## src/rtl/board_pkg.sv

```systemverilog
// Shared definitions for the board conditioning block: default sizes,
// default cycle constants, the reset FSM state type and a counter-width helper.
package board_pkg;

    localparam int KEYS_W_DEF          = 2;
    localparam int LEDS_W_DEF          = 6;
    localparam int SYNC_STAGES_DEF     = 2;
    localparam int DEBOUNCE_CYCLES_DEF = 270000;
    localparam int RST_STRETCH_DEF     = 16;
    localparam int REPEAT_DELAY_DEF    = 13500000;
    localparam int REPEAT_PERIOD_DEF   = 2700000;

    typedef enum logic [1:0] {
        HOLD    = 2'd0,
        STRETCH = 2'd1,
        RUN     = 2'd2
    } rst_state_t;

    // Bits needed to hold values 0..max_val (at least one bit).
    function automatic int cnt_width(input int max_val);
        if (max_val < 1) begin
            return 1;
        end else begin
            return $clog2(max_val + 1);
        end
    endfunction

endpackage

```

## src/rtl/board_io_cond_if.sv

```systemverilog
// Pin-side bundle of board_io_cond: PLL lock, keys and LEDs in, conditioned
// reset / key events / LED pins out. The DUT uses the slave modport.
interface board_io_cond_if import board_pkg::*; #(
    parameter int N_KEYS = KEYS_W_DEF,
    parameter int LEDS_W = LEDS_W_DEF
);
    logic              pll_lock_i;
    logic [N_KEYS-1:0] keys_raw_i;
    logic [LEDS_W-1:0] leds_i;
    logic [LEDS_W-1:0] leds_o;
    logic              rst_o;
    logic [N_KEYS-1:0] keys_o;
    logic [N_KEYS-1:0] keys_pressed_o;
    logic [N_KEYS-1:0] keys_released_o;

    modport master (
        output pll_lock_i, keys_raw_i, leds_i,
        input  leds_o, rst_o, keys_o, keys_pressed_o, keys_released_o
    );

    modport slave (
        input  pll_lock_i, keys_raw_i, leds_i,
        output leds_o, rst_o, keys_o, keys_pressed_o, keys_released_o
    );
endinterface

```

## src/rtl/io_key_debounce.sv

```systemverilog
// One key channel: polarity fix, synchroniser, debounce filter and one-cycle
// press/release pulses. Auto-repeat press pulses exist only when
// BOARD_IO_KEY_AUTOREPEAT_EN is defined.
module io_key_debounce import board_pkg::*; #(
    parameter int KEY_ACTIVE_LOW  = 1,
    parameter int SYNC_STAGES     = SYNC_STAGES_DEF,
    parameter int DEBOUNCE_CYCLES = DEBOUNCE_CYCLES_DEF
`ifdef BOARD_IO_KEY_AUTOREPEAT_EN
    ,
    parameter int REPEAT_DELAY    = REPEAT_DELAY_DEF,
    parameter int REPEAT_PERIOD   = REPEAT_PERIOD_DEF
`endif
) (
    input  logic clk_i,
    input  logic rst_n_i,
    input  logic sync_rst_i,
    input  logic key_raw_i,
    output logic key_o,
    output logic pressed_o,
    output logic released_o
);
    localparam int   SS      = (SYNC_STAGES < 2) ? 2 : SYNC_STAGES;
    localparam int   DB      = (DEBOUNCE_CYCLES < 1) ? 1 : DEBOUNCE_CYCLES;
    localparam int   CW      = cnt_width(DB);
    localparam logic KEY_INV = (KEY_ACTIVE_LOW != 0) ? 1'b1 : 1'b0;

    logic [SS-1:0] sync_q;
    logic          k_s;
    logic          stable_q, stable_d;
    logic [CW-1:0] cnt_q, cnt_d;
    logic          pressed_q, pressed_d;
    logic          released_q, released_d;

    assign k_s = sync_q[SS-1];

    // Synchroniser chain; the sample is already converted to 1 = pressed.
    always_ff @(posedge clk_i or negedge rst_n_i) begin
        if (!rst_n_i) begin
            sync_q <= '0;
        end else begin
            sync_q <= {sync_q[SS-2:0], key_raw_i ^ KEY_INV};
        end
    end

`ifdef BOARD_IO_KEY_AUTOREPEAT_EN
    localparam int RD = (REPEAT_DELAY < 1) ? 1 : REPEAT_DELAY;
    localparam int RP = (REPEAT_PERIOD < 1) ? 1 : REPEAT_PERIOD;
    localparam int RW = cnt_width((RD > RP) ? RD : RP);

    logic [RW-1:0] rpt_q, rpt_d;
    logic          armed_q, armed_d;
`endif

    // Debounce filter: accept a new level after DB consecutive differing samples.
    always_comb begin
        stable_d   = stable_q;
        cnt_d      = cnt_q;
        pressed_d  = 1'b0;
        released_d = 1'b0;
        if (sync_rst_i) begin
            stable_d = 1'b0;
            cnt_d    = '0;
        end else if (k_s == stable_q) begin
            cnt_d = '0;
        end else if (cnt_q >= CW'(DB - 1)) begin
            stable_d   = k_s;
            cnt_d      = '0;
            pressed_d  = k_s;
            released_d = ~k_s;
        end else begin
            cnt_d = cnt_q + CW'(1);
        end
`ifdef BOARD_IO_KEY_AUTOREPEAT_EN
        // Repeat timer: first extra press after RD held cycles, then every RP.
        rpt_d   = rpt_q;
        armed_d = armed_q;
        if (sync_rst_i || !stable_q || !stable_d) begin
            rpt_d   = '0;
            armed_d = 1'b0;
        end else if (!armed_q) begin
            if (rpt_q >= RW'(RD - 1)) begin
                pressed_d = 1'b1;
                rpt_d     = '0;
                armed_d   = 1'b1;
            end else begin
                rpt_d = rpt_q + RW'(1);
            end
        end else if (rpt_q >= RW'(RP - 1)) begin
            pressed_d = 1'b1;
            rpt_d     = '0;
        end else begin
            rpt_d = rpt_q + RW'(1);
        end
`endif
    end

    // Debounce state and registered event pulses.
    always_ff @(posedge clk_i or negedge rst_n_i) begin
        if (!rst_n_i) begin
            stable_q   <= 1'b0;
            cnt_q      <= '0;
            pressed_q  <= 1'b0;
            released_q <= 1'b0;
        end else begin
            stable_q   <= stable_d;
            cnt_q      <= cnt_d;
            pressed_q  <= pressed_d;
            released_q <= released_d;
        end
    end

`ifdef BOARD_IO_KEY_AUTOREPEAT_EN
    // Auto-repeat timer state.
    always_ff @(posedge clk_i or negedge rst_n_i) begin
        if (!rst_n_i) begin
            rpt_q   <= '0;
            armed_q <= 1'b0;
        end else begin
            rpt_q   <= rpt_d;
            armed_q <= armed_d;
        end
    end
`endif

    assign key_o      = stable_q;
    assign pressed_o  = pressed_q;
    assign released_o = released_q;

endmodule

```

## src/rtl/board_io_cond.sv

```systemverilog
// Board conditioning top: clean system reset from board reset + PLL lock,
// N debounced keys with press/release pulses, polarity-corrected LED pins.
// Optional macro: BOARD_IO_KEY_AUTOREPEAT_EN enables key auto-repeat.
module board_io_cond import board_pkg::*; #(
    parameter int N_KEYS             = KEYS_W_DEF,
    parameter int KEY_ACTIVE_LOW     = 1,
    parameter int LEDS_W             = LEDS_W_DEF,
    parameter int LED_ACTIVE_LOW     = 1,
    parameter int SYNC_STAGES        = SYNC_STAGES_DEF,
    parameter int DEBOUNCE_CYCLES    = DEBOUNCE_CYCLES_DEF,
    parameter int RST_STRETCH_CYCLES = RST_STRETCH_DEF
`ifdef BOARD_IO_KEY_AUTOREPEAT_EN
    ,
    parameter int REPEAT_DELAY       = REPEAT_DELAY_DEF,
    parameter int REPEAT_PERIOD      = REPEAT_PERIOD_DEF
`endif
) (
    input  logic            clk_i,
    input  logic            rst_n_i,
    board_io_cond_if.slave  bus
);
    localparam int   SS      = (SYNC_STAGES < 2) ? 2 : SYNC_STAGES;
    localparam int   RS      = (RST_STRETCH_CYCLES < 1) ? 1 : RST_STRETCH_CYCLES;
    localparam int   SW      = cnt_width(RS);
    localparam logic LED_INV = (LED_ACTIVE_LOW != 0) ? 1'b1 : 1'b0;

    logic [SS-1:0]     lock_sync_q;
    logic              lock_s;
    rst_state_t        state_q;
    logic [SW-1:0]     stretch_q;
    logic              rst_q;
    logic [LEDS_W-1:0] leds_q;
    logic [N_KEYS-1:0] keys_s;
    logic [N_KEYS-1:0] pressed_s;
    logic [N_KEYS-1:0] released_s;

    assign lock_s = lock_sync_q[SS-1];

    // PLL lock synchroniser.
    always_ff @(posedge clk_i or negedge rst_n_i) begin
        if (!rst_n_i) begin
            lock_sync_q <= '0;
        end else begin
            lock_sync_q <= {lock_sync_q[SS-2:0], bus.pll_lock_i};
        end
    end

    // Reset sequencer: hold until lock, stretch RS cycles, run; lock loss re-holds.
    always_ff @(posedge clk_i or negedge rst_n_i) begin
        if (!rst_n_i) begin
            state_q   <= HOLD;
            stretch_q <= '0;
            rst_q     <= 1'b1;
        end else begin
            case (state_q)
                HOLD: begin
                    stretch_q <= '0;
                    rst_q     <= 1'b1;
                    if (lock_s) begin
                        state_q <= STRETCH;
                    end else begin
                        state_q <= HOLD;
                    end
                end
                STRETCH: begin
                    if (!lock_s) begin
                        state_q   <= HOLD;
                        stretch_q <= '0;
                        rst_q     <= 1'b1;
                    end else if (stretch_q >= SW'(RS - 1)) begin
                        state_q   <= RUN;
                        stretch_q <= '0;
                        rst_q     <= 1'b0;
                    end else begin
                        stretch_q <= stretch_q + SW'(1);
                        rst_q     <= 1'b1;
                    end
                end
                RUN: begin
                    stretch_q <= '0;
                    if (!lock_s) begin
                        state_q <= HOLD;
                        rst_q   <= 1'b1;
                    end else begin
                        rst_q   <= 1'b0;
                    end
                end
                default: begin
                    state_q   <= HOLD;
                    stretch_q <= '0;
                    rst_q     <= 1'b1;
                end
            endcase
        end
    end

    // LED pins: board polarity, one register stage, independent of rst_o.
    always_ff @(posedge clk_i or negedge rst_n_i) begin
        if (!rst_n_i) begin
            leds_q <= {LEDS_W{LED_INV}};
        end else begin
            leds_q <= bus.leds_i ^ {LEDS_W{LED_INV}};
        end
    end

    for (genvar g = 0; g < N_KEYS; g++) begin : g_key
        io_key_debounce #(
            .KEY_ACTIVE_LOW  (KEY_ACTIVE_LOW),
            .SYNC_STAGES     (SS),
            .DEBOUNCE_CYCLES (DEBOUNCE_CYCLES)
`ifdef BOARD_IO_KEY_AUTOREPEAT_EN
            ,
            .REPEAT_DELAY    (REPEAT_DELAY),
            .REPEAT_PERIOD   (REPEAT_PERIOD)
`endif
        ) u_key (
            .clk_i      (clk_i),
            .rst_n_i    (rst_n_i),
            .sync_rst_i (rst_q),
            .key_raw_i  (bus.keys_raw_i[g]),
            .key_o      (keys_s[g]),
            .pressed_o  (pressed_s[g]),
            .released_o (released_s[g])
        );
    end

    assign bus.rst_o           = rst_q;
    assign bus.leds_o          = leds_q;
    assign bus.keys_o          = keys_s;
    assign bus.keys_pressed_o  = pressed_s;
    assign bus.keys_released_o = released_s;

endmodule
```

## src/flat_wrapper.sv

```systemverilog
// flat-port wrapper written by rule: the top's interface ports become plain ports
module board_io_cond_flat import board_pkg::*;
#(
    parameter int N_KEYS             = KEYS_W_DEF,
    parameter int KEY_ACTIVE_LOW     = 1,
    parameter int LEDS_W             = LEDS_W_DEF,
    parameter int LED_ACTIVE_LOW     = 1,
    parameter int SYNC_STAGES        = SYNC_STAGES_DEF,
    parameter int DEBOUNCE_CYCLES    = DEBOUNCE_CYCLES_DEF,
    parameter int RST_STRETCH_CYCLES = RST_STRETCH_DEF

)
  (clk_i, rst_n_i, bus_pll_lock_i, bus_keys_raw_i, bus_leds_i, bus_leds_o, bus_rst_o, bus_keys_o, bus_keys_pressed_o, bus_keys_released_o);
  board_io_cond_if #(.N_KEYS(N_KEYS), .LEDS_W(LEDS_W)) bus_i ();
  input  logic clk_i;
  input  logic rst_n_i;
  input wire logic [$bits(bus_i.pll_lock_i)-1:0] bus_pll_lock_i;
  input wire logic [$bits(bus_i.keys_raw_i)-1:0] bus_keys_raw_i;
  input wire logic [$bits(bus_i.leds_i)-1:0] bus_leds_i;
  output wire logic [$bits(bus_i.leds_o)-1:0] bus_leds_o;
  output wire logic [$bits(bus_i.rst_o)-1:0] bus_rst_o;
  output wire logic [$bits(bus_i.keys_o)-1:0] bus_keys_o;
  output wire logic [$bits(bus_i.keys_pressed_o)-1:0] bus_keys_pressed_o;
  output wire logic [$bits(bus_i.keys_released_o)-1:0] bus_keys_released_o;
  assign bus_i.pll_lock_i = bus_pll_lock_i;
  assign bus_i.keys_raw_i = bus_keys_raw_i;
  assign bus_i.leds_i = bus_leds_i;
  assign bus_leds_o = bus_i.leds_o;
  assign bus_rst_o = bus_i.rst_o;
  assign bus_keys_o = bus_i.keys_o;
  assign bus_keys_pressed_o = bus_i.keys_pressed_o;
  assign bus_keys_released_o = bus_i.keys_released_o;
  board_io_cond #(.N_KEYS(N_KEYS), .KEY_ACTIVE_LOW(KEY_ACTIVE_LOW), .LEDS_W(LEDS_W), .LED_ACTIVE_LOW(LED_ACTIVE_LOW), .SYNC_STAGES(SYNC_STAGES), .DEBOUNCE_CYCLES(DEBOUNCE_CYCLES), .RST_STRETCH_CYCLES(RST_STRETCH_CYCLES)) u_core (.clk_i(clk_i), .rst_n_i(rst_n_i), .bus(bus_i));
endmodule
```

## config.mk

```make
export PLATFORM = sky130hd
export DESIGN_NAME = board_io_cond_flat
export DESIGN_NICKNAME = d
export VERILOG_FILES = /design/src/rtl/board_pkg.sv /design/src/rtl/board_io_cond_if.sv /design/src/rtl/io_key_debounce.sv /design/src/rtl/board_io_cond.sv /design/src/flat_wrapper.sv
export SDC_FILE = /design/constraint.sdc
export NUM_CORES = 1
export LEC_CHECK = 0
export CORE_ASPECT_RATIO = 0.9
export CORE_UTILIZATION = 45
export CTS_BUF_LIST = sky130_fd_sc_hd__clkbuf_8
export CTS_CLUSTER_DIAMETER = 200
export DETAILED_ROUTE_END_ITERATION = 8
export GPL_TIMING_DRIVEN = 0
export SETUP_SLACK_MARGIN = 0.05
export SLEW_MARGIN = 20
export SYNTH_ARGS = -nofsm -noshare
export SYNTH_HDL_FRONTEND = slang
export SYNTH_SLANG_ARGS = --single-unit
```

## constraint.sdc

```tcl
create_clock -name clk_i -period 2.4 [get_ports clk_i]
set_input_delay 0.48 -clock clk_i [delete_from_list [all_inputs] [get_ports clk_i]]
set_output_delay 0.48 -clock clk_i [all_outputs]
set_load 0.1 [all_outputs]
```

==> metrics.txt <==
cells along the critical path=or4_4 > a2111oi_4 > a221oi_2 > or3_1 > buf_6 > buf_8 > nor2_1; post-synth top area share=a little under 50%; Fin Setup TNS=0 ns; Worst Tran Pin Value=around 0.96 ns; Synth area leaders=dfrtp_1 49%, nor2_1 6.7%, dfstp_2 6.3%; CTS H-tree lvls=3; Num Clock Sinks=between 60 and 70; Gate Count Post-Synth=between 200 and 300; CP required=2.67 ns; Top FF cell, synth=dfrtp_1; WP buf/inv=2; Synth async-reset ratio=100.0%; Clk Latency, worst-skew pair=0.34 ns; max-slew violations=0; R2R depth=7; relative slew slack=around 36%; max cap viols=0; Num CTS Buffers=9; Finished Core Util=a little under three fifths; Sw Share=~27%; Psw=~670 µW; num ports=24; die height=78.56 µm; Antenna Cells=0; Crit Path Max Fanout=10; Worst Setup Start Kind=flop; most frequent cells in the layout=57 x dfrtp_1, 52 x nor2_1, 17 x nand2_1, 17 x xnor2_1, 17 x inv_1; Reg2Reg Setup Slack=approximately 0.19 ns; worst r2r dst=u_core.g_key[1].u_key.cnt_q[10]; Yosys warnings=0; Post-route DRC=0; crit path to=u_core.g_key[1].u_key.cnt_q[10]; antenna-violating nets left=0; Placer Congestion=roughly 0.75; Worst Path Arrival=around 2.5 ns; fin crit period=roughly 2.2 ns; hpwl dp=3.352 mm; critical path startpoint=u_core.g_key[1].u_key.cnt_q[15]; Comb power frac=12.6%; Die Wd=just under 90 µm; Via-to-Cell Ratio=4.886; Hold Worst Slack=about 0.067 ns; WP depth=7; cell area after synthesis=around 0.0029 mm²; reg2reg start=u_core.g_key[1].u_key.cnt_q[15]; number of core rows=27; fmax=approximately 450 MHz; Distinct cells, synth=42; Final nets=around 330; Post-synth EDFFs=0; Bufs on Longest Clock Path=2; Seq/Total Area, Yosys=between 50% and 60%; Pint=approximately 1.8 mW; filler instances=approximately 600; slowest CP cell=or4_4; WL/cell=about 13 µm; critical path class=flop to flop; crit end category=flop; HP Class=input port to async pin; mean area per synthesized cell=between 10 and 15 µm²; total gr overflow=0; largest net degree at the start of global routing=36; root buf cell=clkbuf_8; Core Footprint=approximately 0.0062 mm²; synthesis-to-layout area growth=19.56%; crit share post-route=91.96%; CP top delay family=simple AND/OR/NAND/NOR gates; IO Port Bufs=23; endpoints failing hold=0; vias in the first global route=a little under 2000; Tot GR Track Use=17.21%; Final Worst Setup Slack=0.1929 ns; CTS Hold Bufs=0; Clk pwr share=~40%; CP peak stage delay=0.56 ns; Die Area=0.006839 mm²; Pwr Total=about 2.5 mW; worst vdd ir=0.4258 mV; area leader, netlist=dfrtp_1; post-synthesis sequential element count=64; fraction of layout instances using a drive strength above 1=between 10% and 20%; unrepaired setup endpoints after global routing=false; Post-Synthesis Net Count=slightly below 300; CTS tree=done; TritonRoute pass-1 iters=4; setup slack at placement=-0.06263 ns; Power Dens Cells=about 700 mW/mm²; setup bufs post-CTS=0; initial antenna violation count=0; first-pass GRT wire length=8.694 mm; status=completed; Clock Skews=approximately 0.008 ns; Leakage Power=~1.6 nW; via count=1979; Initial Utilization=47.14%; DRT Wirelength=between 5 and 6 mm; final setup violation count=0; clock slew at reported path FFs=roughly 0.07 ns; sequential power share=47.3%; Initial DRC Count=52; commonest non-fill, non-tap cell in the layout=dfrtp_1
==> cell type report <==
class,instances,area [µm²],share of cell area [%]
sequential,64,1610,45.96
multi-input combinational,187,1197,34.18
timing repair buffer,24,227.7,6.500
clock buffer,9,123.9,3.536
tap,87,108.9,3.107
buffer,12,90.09,2.571
clock inverter,7,88.84,2.536
inverter,15,56.30,1.607
==> worst min path at each step <==
stage                                               start                              end  slack, ns  cells after the start
after floorplan                                   rst_n_i   u_core.g_key[0].u_key.cnt_q[0]       0.18                      0
after global placement    u_core.g_key[0].u_key.sync_q[0]  u_core.g_key[0].u_key.sync_q[1]       0.33                      0
after detailed placement  u_core.g_key[1].u_key.sync_q[0]  u_core.g_key[1].u_key.sync_q[1]       0.34                      0
after CTS                                         rst_n_i  u_core.g_key[0].u_key.cnt_q[14]       0.07                      1
after global routing                              rst_n_i  u_core.g_key[0].u_key.cnt_q[14]       0.08                      1
final                                             rst_n_i   u_core.g_key[0].u_key.cnt_q[5]       0.07                      1
==> what timing repair did <==
item                                    4_1_cts  5_1_grt
gates resized for setup                      15        5
pin swaps                                     0        0
endpoints found under the setup margin       23       11
==> worst register-to-register path, stage by stage (launching register included) <==
cell,delay [ns]
dfrtp_1,0.45
or4_4,0.57
a2111oi_4,0.22
a221oi_2,0.13
or3_1,0.37
buf_6,0.15
buf_8,0.14
nor2_1,0.11
==> per-layer routing <==
layer,wire [µm],vias up,share of wire (%),global-route usage [%]
li1,-,993,-,-
met1,2600,945,51,21.83
met2,2195,35,43,25.51
met3,230,6,4.5,6.940
met4,66,0,1.3,8.167
met5,0,-,0,0
==> power groups by stage <==
stage / logic (mW) / clock network [mW] / registers [mW]
CTS: 0.316 / 1.02 / 1.17
detailed placement: 0.323 / 0 / 1.19
global placement: 0.316 / 0 / 1.19
global route: 0.346 / 1.08 / 1.17
finish: 0.310 / 0.994 / 1.17
floorplan: 0.138 / 0 / 1.26
==> flip-flops by register name, summed over array words and instances (netlist names) <==
| name | cells |
|---|---|
| u_core.g_key.u_key.cnt_q | 38 |
| u_core.bus.leds_o | 6 |
| u_core.stretch_q | 5 |
| u_core.g_key.u_key.sync_q | 4 |
| u_core.g_key.u_key.key_o | 2 |
| u_core.g_key.u_key.pressed_o | 2 |
| u_core.g_key.u_key.released_o | 2 |
| u_core.lock_sync_q | 2 |
| u_core.state_q | 2 |
| u_core.bus.rst_o | 1 |
==> kinds of logic (layout without fill, tap and decap cells) <==
group                    after synthesis  after routing  synth area share (%)
adder cells (fa/ha/maj)                7              7                 2.989
AO/OA/AOI/OAI                         17             17                 4.996
AND/OR/NAND/NOR                      128            128                 21.61
flip-flops                            64             64                 54.95
XOR/XNOR                              33             33                 9.863
multiplexers                           2              2                0.6832
buffers and inverters                 27             67                 4.910
==> cells in the mapped netlist (all sizes together) (3+ instances only) <==
| cell | n |
|---|---|
| nor4 | 3 |
| dfrtp | 57 |
| xnor2 | 17 |
| and4 | 4 |
| buf | 9 |
| nand3 | 14 |
| a21oi | 4 |
| xor2 | 16 |
| nor2 | 52 |
| dfstp | 7 |
| clkbuf | 3 |
| ha | 7 |
| o21ai | 3 |
| nand2 | 18 |
| nand2b | 4 |
| inv | 15 |
| and3 | 11 |
| nand4 | 6 |
==> through the flow <==
stage          instances  cell area (µm²)
2_1_floorplan        278             2930
3_3_place_gp         388             3269
3_5_place_dp         389             3287
4_1_cts              405             3490
5_1_grt              405             3503
6_report             405             3503
Power figures use the tool's default switching activity.
